`src/rtl/aes_inv_mix_columns_seq.sv`:
```
// aes_inv_mix_columns_seq: iterative AES InvMixColumns engine.
// Accepts a 128-bit state and transforms one 32-bit column per clock over
// four RUN cycles, then presents the result until the consumer takes it.
// Byte (row r, column c) of data_i/data_o sits at bits [((r*4)+c)*8 +: 8].
//
// Handshakes: a transfer happens on a rising edge where valid and ready are
// both high. in_ready_o and out_valid_o are decoded from the state register
// only, so neither depends combinationally on any input.
//
// Optional feature: define AES_INV_MIX_SELFCHECK_EN to re-apply forward
// MixColumns to every computed column and raise a sticky err_o on mismatch.
// Without it err_o is tied low and no check logic exists.
module aes_inv_mix_columns_seq (
  input  logic         clk_i,
  input  logic         rst_i,
  input  logic         in_valid_i,
  output logic         in_ready_o,
  input  logic [127:0] data_i,
  output logic         out_valid_o,
  input  logic         out_ready_i,
  output logic [127:0] data_o,
  output logic         busy_o,
  output logic         err_o
);

  typedef enum logic [1:0] {
    IDLE = 2'd0,
    RUN  = 2'd1,
    DONE = 2'd2
  } state_t;

  // state_q is the FSM state register; bind checkers to it directly.
  state_t       state_q;
  state_t       state_d;
  logic [1:0]   col_q;
  logic [127:0] in_q;
  logic [127:0] res_q;
  logic [31:0]  src_col;
  logic [31:0]  inv_col_w;

  // GF(2^8) multiply by x modulo x^8+x^4+x^3+x+1.
  function automatic logic [7:0] xtime(input logic [7:0] b);
    xtime = {b[6:0], 1'b0} ^ (b[7] ? 8'h1b : 8'h00);
  endfunction

  // Constant multiplies assembled from the x2/x4/x8 chain.
  function automatic logic [7:0] mul_09(input logic [7:0] b);
    mul_09 = xtime(xtime(xtime(b))) ^ b;
  endfunction

  function automatic logic [7:0] mul_0b(input logic [7:0] b);
    mul_0b = xtime(xtime(xtime(b))) ^ xtime(b) ^ b;
  endfunction

  function automatic logic [7:0] mul_0d(input logic [7:0] b);
    mul_0d = xtime(xtime(xtime(b))) ^ xtime(xtime(b)) ^ b;
  endfunction

  function automatic logic [7:0] mul_0e(input logic [7:0] b);
    mul_0e = xtime(xtime(xtime(b))) ^ xtime(xtime(b)) ^ xtime(b);
  endfunction

  // Column word: row 0 in bits [31:24], row 3 in bits [7:0].
  function automatic logic [31:0] inv_col(input logic [31:0] c);
    logic [7:0] b0, b1, b2, b3;
    {b0, b1, b2, b3} = c;
    inv_col = {mul_0e(b0) ^ mul_0b(b1) ^ mul_0d(b2) ^ mul_09(b3),
               mul_0e(b1) ^ mul_0b(b2) ^ mul_0d(b3) ^ mul_09(b0),
               mul_0e(b2) ^ mul_0b(b3) ^ mul_0d(b0) ^ mul_09(b1),
               mul_0e(b3) ^ mul_0b(b0) ^ mul_0d(b1) ^ mul_09(b2)};
  endfunction

  // Gather the four bytes of the current column from the input register.
  always_comb begin
    src_col   = {in_q[{2'd0, col_q, 3'd0} +: 8],
                 in_q[{2'd1, col_q, 3'd0} +: 8],
                 in_q[{2'd2, col_q, 3'd0} +: 8],
                 in_q[{2'd3, col_q, 3'd0} +: 8]};
    inv_col_w = inv_col(src_col);
  end

  // FSM state register.
  always_ff @(posedge clk_i) begin
    if (rst_i) state_q <= IDLE;
    else       state_q <= state_d;
  end

  // Next-state logic and state-decoded handshake/status outputs.
  always_comb begin
    state_d     = state_q;
    in_ready_o  = 1'b0;
    out_valid_o = 1'b0;
    busy_o      = 1'b0;
    case (state_q)
      IDLE: begin
        in_ready_o = 1'b1;
        if (in_valid_i) state_d = RUN;
      end
      RUN: begin
        busy_o = 1'b1;
        if (col_q == 2'd3) state_d = DONE;
      end
      DONE: begin
        busy_o      = 1'b1;
        out_valid_o = 1'b1;
        if (out_ready_i) state_d = IDLE;
      end
      default: state_d = IDLE;
    endcase
  end

  // Datapath: capture on input handshake, one result column per RUN cycle.
  always_ff @(posedge clk_i) begin
    if (rst_i) begin
      col_q <= 2'd0;
      in_q  <= '0;
      res_q <= '0;
    end else begin
      case (state_q)
        IDLE: begin
          if (in_valid_i) begin
            in_q  <= data_i;
            col_q <= 2'd0;
          end
        end
        RUN: begin
          res_q[{2'd0, col_q, 3'd0} +: 8] <= inv_col_w[31:24];
          res_q[{2'd1, col_q, 3'd0} +: 8] <= inv_col_w[23:16];
          res_q[{2'd2, col_q, 3'd0} +: 8] <= inv_col_w[15:8];
          res_q[{2'd3, col_q, 3'd0} +: 8] <= inv_col_w[7:0];
          col_q <= col_q + 2'd1;
        end
        default: ;
      endcase
    end
  end

  assign data_o = res_q;

`ifdef AES_INV_MIX_SELFCHECK_EN
  logic        err_q;
  logic [31:0] fwd_col_w;

  function automatic logic [7:0] mul_03(input logic [7:0] b);
    mul_03 = xtime(b) ^ b;
  endfunction

  // Forward MixColumns of the computed column must reproduce the source.
  always_comb begin
    fwd_col_w = {xtime(inv_col_w[31:24]) ^ mul_03(inv_col_w[23:16]) ^ inv_col_w[15:8] ^ inv_col_w[7:0],
                 inv_col_w[31:24] ^ xtime(inv_col_w[23:16]) ^ mul_03(inv_col_w[15:8]) ^ inv_col_w[7:0],
                 inv_col_w[31:24] ^ inv_col_w[23:16] ^ xtime(inv_col_w[15:8]) ^ mul_03(inv_col_w[7:0]),
                 mul_03(inv_col_w[31:24]) ^ inv_col_w[23:16] ^ inv_col_w[15:8] ^ xtime(inv_col_w[7:0])};
  end

  // Sticky error flag, cleared only by reset.
  always_ff @(posedge clk_i) begin
    if (rst_i)                                        err_q <= 1'b0;
    else if (state_q == RUN && fwd_col_w != src_col) err_q <= 1'b1;
  end

  assign err_o = err_q;
`else
  assign err_o = 1'b0;
`endif

endmodule

```
`config.mk`:
```
export PLATFORM = sky130hd
export DESIGN_NAME = aes_inv_mix_columns_seq
export DESIGN_NICKNAME = d
export VERILOG_FILES = /design/src/rtl/aes_inv_mix_columns_seq.sv
export SDC_FILE = /design/constraint.sdc
export NUM_CORES = 1
export LEC_CHECK = 0
export CAP_MARGIN = 15
export CORE_MARGIN = 3
export CORE_UTILIZATION = 52
export CTS_CLUSTER_DIAMETER = 40
export DETAILED_ROUTE_END_ITERATION = 12
export PLACE_DENSITY = 0.81
export SYNTH_ARGS = -nofsm -noshare
export SYNTH_HDL_FRONTEND = slang
export SYNTH_SLANG_ARGS = --single-unit
```
`constraint.sdc`:
```
create_clock -name clk_i -period 4.1 [get_ports clk_i]
set_clock_uncertainty 0.05 [all_clocks]
set_input_delay 0.82 -clock clk_i [delete_from_list [all_inputs] [get_ports clk_i]]
set_output_delay 0.82 -clock clk_i [all_outputs]
set_load 0.005 [all_outputs]
```
==> qor.yml <==
status:
  status: "finished clean"
hold_path:
  min-delay-start: "in_q[53]$_SDFFE_PP0P_"
  timing.hold.worst.class: "flip-flop to flip-flop"
synthesis:
  synth_edf_count: 0
  netlist.top_cell.by_area: "sky130_fd_sc_hd__dfxtp_1"
  synth_sequential_area_ratio: 0.417
  synthCells: 1346
  yosysTopAreaCellShare: 0.417
  synth.distinct_cells: 40
  syn_nets: 1489
  post_synth_arst_share: 0
  ys.flop_type: "sky130_fd_sc_hd__dfxtp_1"
  synthesis.yosys.warnings: 0
  syn-cell-area_um2: 12500
  synth_area_leaders: "sky130_fd_sc_hd__dfxtp_1 (42%), sky130_fd_sc_hd__nand2_1 (8.1%), sky130_fd_sc_hd__xnor2_1 (6.3%), sky130_fd_sc_hd__xnor3_1 (6.1%), sky130_fd_sc_hd__a21oi_1 (5.3%)"
  post_synth_most_frequent_cells: "sky130_fd_sc_hd__nand2_1 (269), sky130_fd_sc_hd__dfxtp_1 (260), sky130_fd_sc_hd__a21oi_1 (133)"
  post-synth-top-count-cell: "sky130_fd_sc_hd__nand2_1"
  avgSynthCellArea_um2: 9.27
  ys_ff_latch: 260
setup_path:
  critical-path-slowest-cell: "sky130_fd_sc_hd__mux4_1"
  timing.critical_path.from: "col_q[0]$_SDFFE_PP0P_"
  worstPathRequired_ns: 4.47
  timing.critical_path.buf_inv: 1
  cp.arrival_ns: 4.29
  worst_setup_ep_type: "flip-flop"
  worst-setup-path-type: "flip-flop to flip-flop"
  critical_path.max_stage_delay_ns: 0.82
  path_cells: "buf_12 > mux4_1 > xnor2_2 > xnor3_1 > xnor2_1 > xor2_1 > a221oi_1 > nor3_1"
  critical-path-top-delay-family: "XOR/XNOR gates"
  critical_path.startpoint_type: "flip-flop"
  critical_path.reg2reg.startpoint: "col_q[0]$_SDFFE_PP0P_"
  critPathMaxFanout: 19
job:
  max_cap_violations: 0
power_and_ir_drop:
  powerDensity_nw_per_um2: 978
  power.static_leakage_nw: 6.29
  pwr-share-comb: 0.630
  intPower_w: 0.00867
  seq_power_share: 0.190
  power_frac_clock: 0.180
  total_switching_power_w: 0.00752
  netSwitchingFraction: 0.465
  max-vdd-ir-drop_mv: 1.03
finish:
  number_of_antenna_cells_inserted: 0
  layout.cell_area.non_filler_um2: 16600
  nets: 1719
  post_route_cells_drive_above_1_share: 0.0944
  number_of_filler_instances_in_the_final_layout: 1762
  area_growth_pct: 32.7
floorplanning:
  floorplan.initialDensity: 0.530
  boundaryPins: 264
  core_region_area_um2: 23500
  core.rowCount: 56
  die_area_um2: 25900
  die_h_um: 161
  fp.dieW_um: 161
grt:
  grt_start_max_net_pins: 129
  grtUsageTotal: 0.283
  grt_remaining_overflow: 0
  grt_antenna_before_repair: 0
  grt_first_pass_wirelength_um: 59100
  grt_pass1_vias: 10700
route:
  routed-via-count: 10900
  drt_iter0_drc: 1102
  drt_first_pass_iters: 6
  routedWlPerCell_um: 19.6
  drt.antenna.violating_nets: 0
  detail_route.wirelength_um: 37700
  remaining_drc_errors: 0
  routed_via_density: 5.69
clock_tree:
  cts_made_buffers: 34
  clock_tree_buffer_depth: 3
  cts_num_sinks: 260
  ctsHtreeMaxLevel: 2
  cts-root-buf: "sky130_fd_sc_hd__clkbuf_16"
  tritoncts: "done"
  cts.reportedPaths.clkPinSlew_ns: 0.06
  clock_insertion_delay_worst_skew_ns: 0.50
  hold_buffers: 0
timing:
  layout_min_cycle_time_ns: 3.91
  worstMarginPinSlew_ns: 1.04
  slew-limit-headroom: 0.301
  report.final.hold_viol_count: 0
  drv_slew: 0
  setup_viol_count_final: 0
  fin_worst_hold_slack_ns: 0.402
  grt_setup_unrepaired: "false"
  period_share: 0.955
  tns_ns: 0
  fmaxAchievable_ghz: 0.255
place:
  dpl.hpwl_um: 26800
  postPlaceCellArea_um2: 15400
  placement.io_buffers: 262
  finalWeightedCongestion: 0.952
## registers in the layout (all words and copies together), names as in the netlist
register / count
data_o: 128
col_q: 2
in_q: 128
state_q: 2
## layout by cell type, fill, tap and decap left out, types with 4 or more instances in the layout
cell type	Yosys	routed
sky130_fd_sc_hd__xor2_1	35	35
sky130_fd_sc_hd__a21oi_1	133	133
sky130_fd_sc_hd__inv_1	8	8
sky130_fd_sc_hd__a22oi_1	78	78
sky130_fd_sc_hd__clkinv_2	0	4
sky130_fd_sc_hd__inv_6	0	5
sky130_fd_sc_hd__xnor3_1	34	33
sky130_fd_sc_hd__nor3_1	44	44
sky130_fd_sc_hd__ha_1	11	11
sky130_fd_sc_hd__nand2_1	269	268
sky130_fd_sc_hd__clkdlybuf4s50_1	0	261
sky130_fd_sc_hd__dfxtp_1	260	258
sky130_fd_sc_hd__and2_1	12	11
sky130_fd_sc_hd__and3_1	8	8
sky130_fd_sc_hd__a221oi_1	46	46
sky130_fd_sc_hd__clkbuf_16	0	35
sky130_fd_sc_hd__xnor2_2	10	10
sky130_fd_sc_hd__mux4_2	25	25
sky130_fd_sc_hd__clkinv_4	0	5
sky130_fd_sc_hd__buf_4	5	41
sky130_fd_sc_hd__xnor2_1	90	89
sky130_fd_sc_hd__nor2_1	130	130
sky130_fd_sc_hd__mux4_1	7	7
## final timing paths
| kind | endpoint | slack (ns) | cells after the start |
|---|---|---|---|
| hold / removal | in_q[53]$_SDFFE_PP0P_ | 0.40 | 2 |
| hold reg to reg | in_q[53]$_SDFFE_PP0P_ | 0.40 | 2 |
| setup / recovery | data_o[93]$_SDFFE_PP0P_ | 0.19 | 8 |
| setup reg to reg | data_o[93]$_SDFFE_PP0P_ | 0.19 | 8 |
## kinds of logic (layout without fill, tap and decap cells)
kind of cell / Yosys count / count (layout) / synth area share
flip-flops: 260 / 260 / 0.417
AND/OR/NAND/NOR: 473 / 473 / 0.153
AO/OA/AOI/OAI: 271 / 271 / 0.142
XOR/XNOR: 175 / 175 / 0.173
multiplexers: 34 / 34 / 0.0615
adder cells (fa/ha/maj): 11 / 11 / 0.0110
buffers and inverters: 121 / 374 / 0.0419
other: 1 / 1 / 0.000300
## layer usage
| metal | wire, um | track usage |
|---|---|---|
| met1 | 15200 | 0.374 |
| met2 | 18000 | 0.466 |
| met3 | 3430 | 0.0611 |
| met4 | 1060 | 0.0919 |
| met5 | 0 | 0 |
## power by group through the flow
stage | clock [W] | combinational [W] | sequential (W)
finish | 0.00291 | 0.0102 | 0.00308
global route | 0.00303 | 0.0106 | 0.00312
CTS | 0.00293 | 0.00987 | 0.00308
detailed placement | 0 | 0.00980 | 0.00313
global placement | 0 | 0.00972 | 0.00311
floorplan | 0 | 0.00632 | 0.00307
## layout make-up
type / instances / area, um2 / share of cell area
Inverter: 8 / 30.0 / 0.00181
Clock inverter: 20 / 201 / 0.0122
Sequential cell: 260 / 5210 / 0.315
Timing Repair Buffer: 307 / 3020 / 0.182
Multi-Input combinational cell: 965 / 6790 / 0.410
Clock buffer: 39 / 911 / 0.0550
Tap cell: 319 / 399 / 0.0241
## worst register-to-register path, stage by stage (launching register included)
cell and delay [ns]:
sky130_fd_sc_hd__dfxtp_2 0.49, sky130_fd_sc_hd__buf_12 0.24, sky130_fd_sc_hd__mux4_1 0.83, sky130_fd_sc_hd__xnor2_2 0.29
sky130_fd_sc_hd__xnor3_1 0.47, sky130_fd_sc_hd__xnor2_1 0.34, sky130_fd_sc_hd__xor2_1 0.71, sky130_fd_sc_hd__a221oi_1 0.21
sky130_fd_sc_hd__nor3_1 0.21
## through the flow
step | utilization | setup slack (ns) | power (W) | instances
2_1_floorplan | - | 0.580 | 0.00938 | 1346
3_3_place_gp | 0.654 | 0.196 | 0.0128 | 1858
3_5_place_dp | 0.654 | 0.134 | 0.0129 | 1858
4_1_cts | 0.701 | 0.122 | 0.0159 | 1917
5_1_grt | 0.703 | 0.0540 | 0.0168 | 1918
6_report | 0.703 | 0.186 | 0.0162 | 1918
## repair_timing
item                       in CTS  in global routing
setup endpoints to repair       0                  4
gates resized for setup         0                  3
buffers inserted                0                  0
Note: power is estimated with default switching activity, not from simulation.
==> RTL edit, RTL diff (config.mk and constraints unchanged) <==
The option `AES_INV_MIX_SELFCHECK_EN` is turned on by a define.
--- a/src/rtl/aes_inv_mix_columns_seq.sv
+++ b/src/rtl/aes_inv_mix_columns_seq.sv
@@ -10,6 +10,8 @@
 // Optional feature: define AES_INV_MIX_SELFCHECK_EN to re-apply forward
 // MixColumns to every computed column and raise a sticky err_o on mismatch.
 // Without it err_o is tied low and no check logic exists.
+`define AES_INV_MIX_SELFCHECK_EN
+
 module aes_inv_mix_columns_seq (
   input  logic         clk_i,
   input  logic         rst_i,
Check against the original RTL: not settled (the Yosys comparison gave no result); the edit may change what the design does.
==> RTL edit against the original RTL <==
- the run now ends with negative setup slack left
- design area increased by 22%
- area after synthesis increased by 17%
- first-iteration DRC count rose by 35%
- routed wire length grew 28%
- sequential share of layout area down 5.7 points
- worst setup slack lost 0.37 ns
- sequential cell count up 1
- critical path type unchanged
- critical endpoint is now err_o
Power is left out: the tool's default activity adds up to more than one toggle a clock period on the data nets, which glitch-free logic cannot reach.
==> RTL edit: results (changes against the original RTL) <==
run_status:
  status: "complete, but fails checks"
  violations: "negative setup slack"
global_routing:
  grt.total_usage_pct: 30.82  # +2.5 points
  grt_pass1_wl_um: 73260  # +24%
  grt_max_degree: 107  # -17%
  grt_use_met1_pct: 40.31  # +2.9 points
  met2_usage_pct: 49.96  # +3.4 points
  use_met3_pct: 6.088  # -0.024 points
place:
  place_ws_ns: -0.3790  # -0.5132 ns
  portBuffers: 263  # +0.38%
  post-dp-hpwl_um: 36190  # +35%
  dpl_cell_area_um2: 18970  # +23%
  dp_cells: 2275  # +22%
  place_congestion: 1.001  # +5.2%
critical_path:
  slowest_stage: "mux4_2"
  rr_worst_depth: 13  # +5
  critPathArrivalTime_ns: 4.61  # +0.32 ns
  crit_family: "XOR/XNOR gates"
  regToRegEndpoint: "err_o"
  worstPathMaxFanout: 16  # -3
  max_stage_delay_ns: 0.67  # -0.15 ns
yosys:
  synth_area_leaders: "dfxtp_1 (36%), xnor3_1 (8.5%), xnor2_1 (7.8%)"
  yosys_warnings: 0  # unchanged
  ys_seq_area_share_pct: 35.84  # -5.9 points
  syn_inst: 1539  # +14%
  synth_common_cells: "nand2_1 (270), dfxtp_1 (261), a21oi_1 (177)"
  synth_nets: 1682  # +13%
  synth_cell_types: 50  # +25%
hold_path:
  hold_path_end: "in_q[83]"
  min-delay-start: "in_q[83]"
  hp-class: "register to register"
  whs_path_depth: 2  # unchanged
drt:
  drt-met1-wl_um: 18890  # +24%
  wl_met2_um: 22520  # +25%
  wl_met3_um: 4561  # +33%
  post_drt_via_cell_ratio: 5.697  # about the same
  via_count: 13325  # +22%
  drt_iter0_markers: 1484  # +35%
  wl_per_cell_um: 20.61  # +5.0%
final_layout:
  fillers: 1857  # +5.4%
  area_growth_pct: 38.96
  drive_above_1_share_pct: 19.52  # +10 points
  fin_nets: 2085  # +21%
cts:
  post_cts.repair.setup_buffers: 1  # +1
  htreeDepth: 2  # unchanged
  clkSlewWorstSetupHoldPaths_ns: 0.06  # about the same
  clock_latency_ns: 0.52  # +0.02 ns
  ctsResizeCount: 20  # +20
sta:
  worstMarginPinSlew_ns: 0.8503  # -0.1914 ns
  setup_ws_ns: -0.1848  # -0.3709 ns
  setup_viol: 1  # +1
==> RTL edit: changes by cell type after synthesis, moves of 7 or more <==
| cell | change |
|---|---|
| a21oi_1 | +44 |
| a221oi_1 | -34 |
| a22oi_1 | +7 |
| mux4_1 | -7 |
| mux4_2 | +7 |
| nand2b_1 | +13 |
| nand3_1 | +25 |
| nor2_1 | +23 |
| nor3_1 | -23 |
| xnor2_1 | +40 |
| xnor2_2 | +13 |
| xnor3_1 | +21 |
| xor3_1 | +12 |
==> RTL edit: area by class of cell <==
cell class	count	share of cell area, %
well taps	372	2.297
clock inverters	19	1.081
inverters	7	0.1297
clock buffers	42	4.650
repair buffers	489	21.90
flip-flops and latches	261	25.80
multi-input cells	1149	44.14
==> RTL edit: kinds of logic after synthesis <==
family / synth area share (%)
AOI/OAI and AO/OA: 12.64
muxes: 5.492
buffers and inverters: 4.042
DFF: 35.84
xor gates and xnor gates: 26.59
adders and majority gates: 0.9439
and+or+nand+nor: 14.46
==> RTL edit: metrics by stage <==
step / setup TNS [ns] / hold slack (ns)
after floorplan: 0 / 0.3831
after global placement: -0.2973 / 0.3904
after detailed placement: -0.3790 / 0.3969
after CTS: -0.1662 / 0.4047
after global routing: -0.3337 / 0.4249
final: -0.1848 / 0.4042
==> RTL edit: tightest hold or removal path, cell delays in order, from the launching register on <==
cell and delay [ns]:
dfxtp_1 0.31, nand2_1 0.05, a21oi_1 0.05
==> RTL edit: worst max path at each step <==
stage	from	endpoint	cells after the start
after floorplan	col_q[0]	err_o	13
after CTS	col_q[0]	err_o	12
after global placement	col_q[0]	err_o	14
after detailed placement	col_q[0]	err_o	13
final	col_q[0]	err_o	13
after global routing	col_q[0]	err_o	13
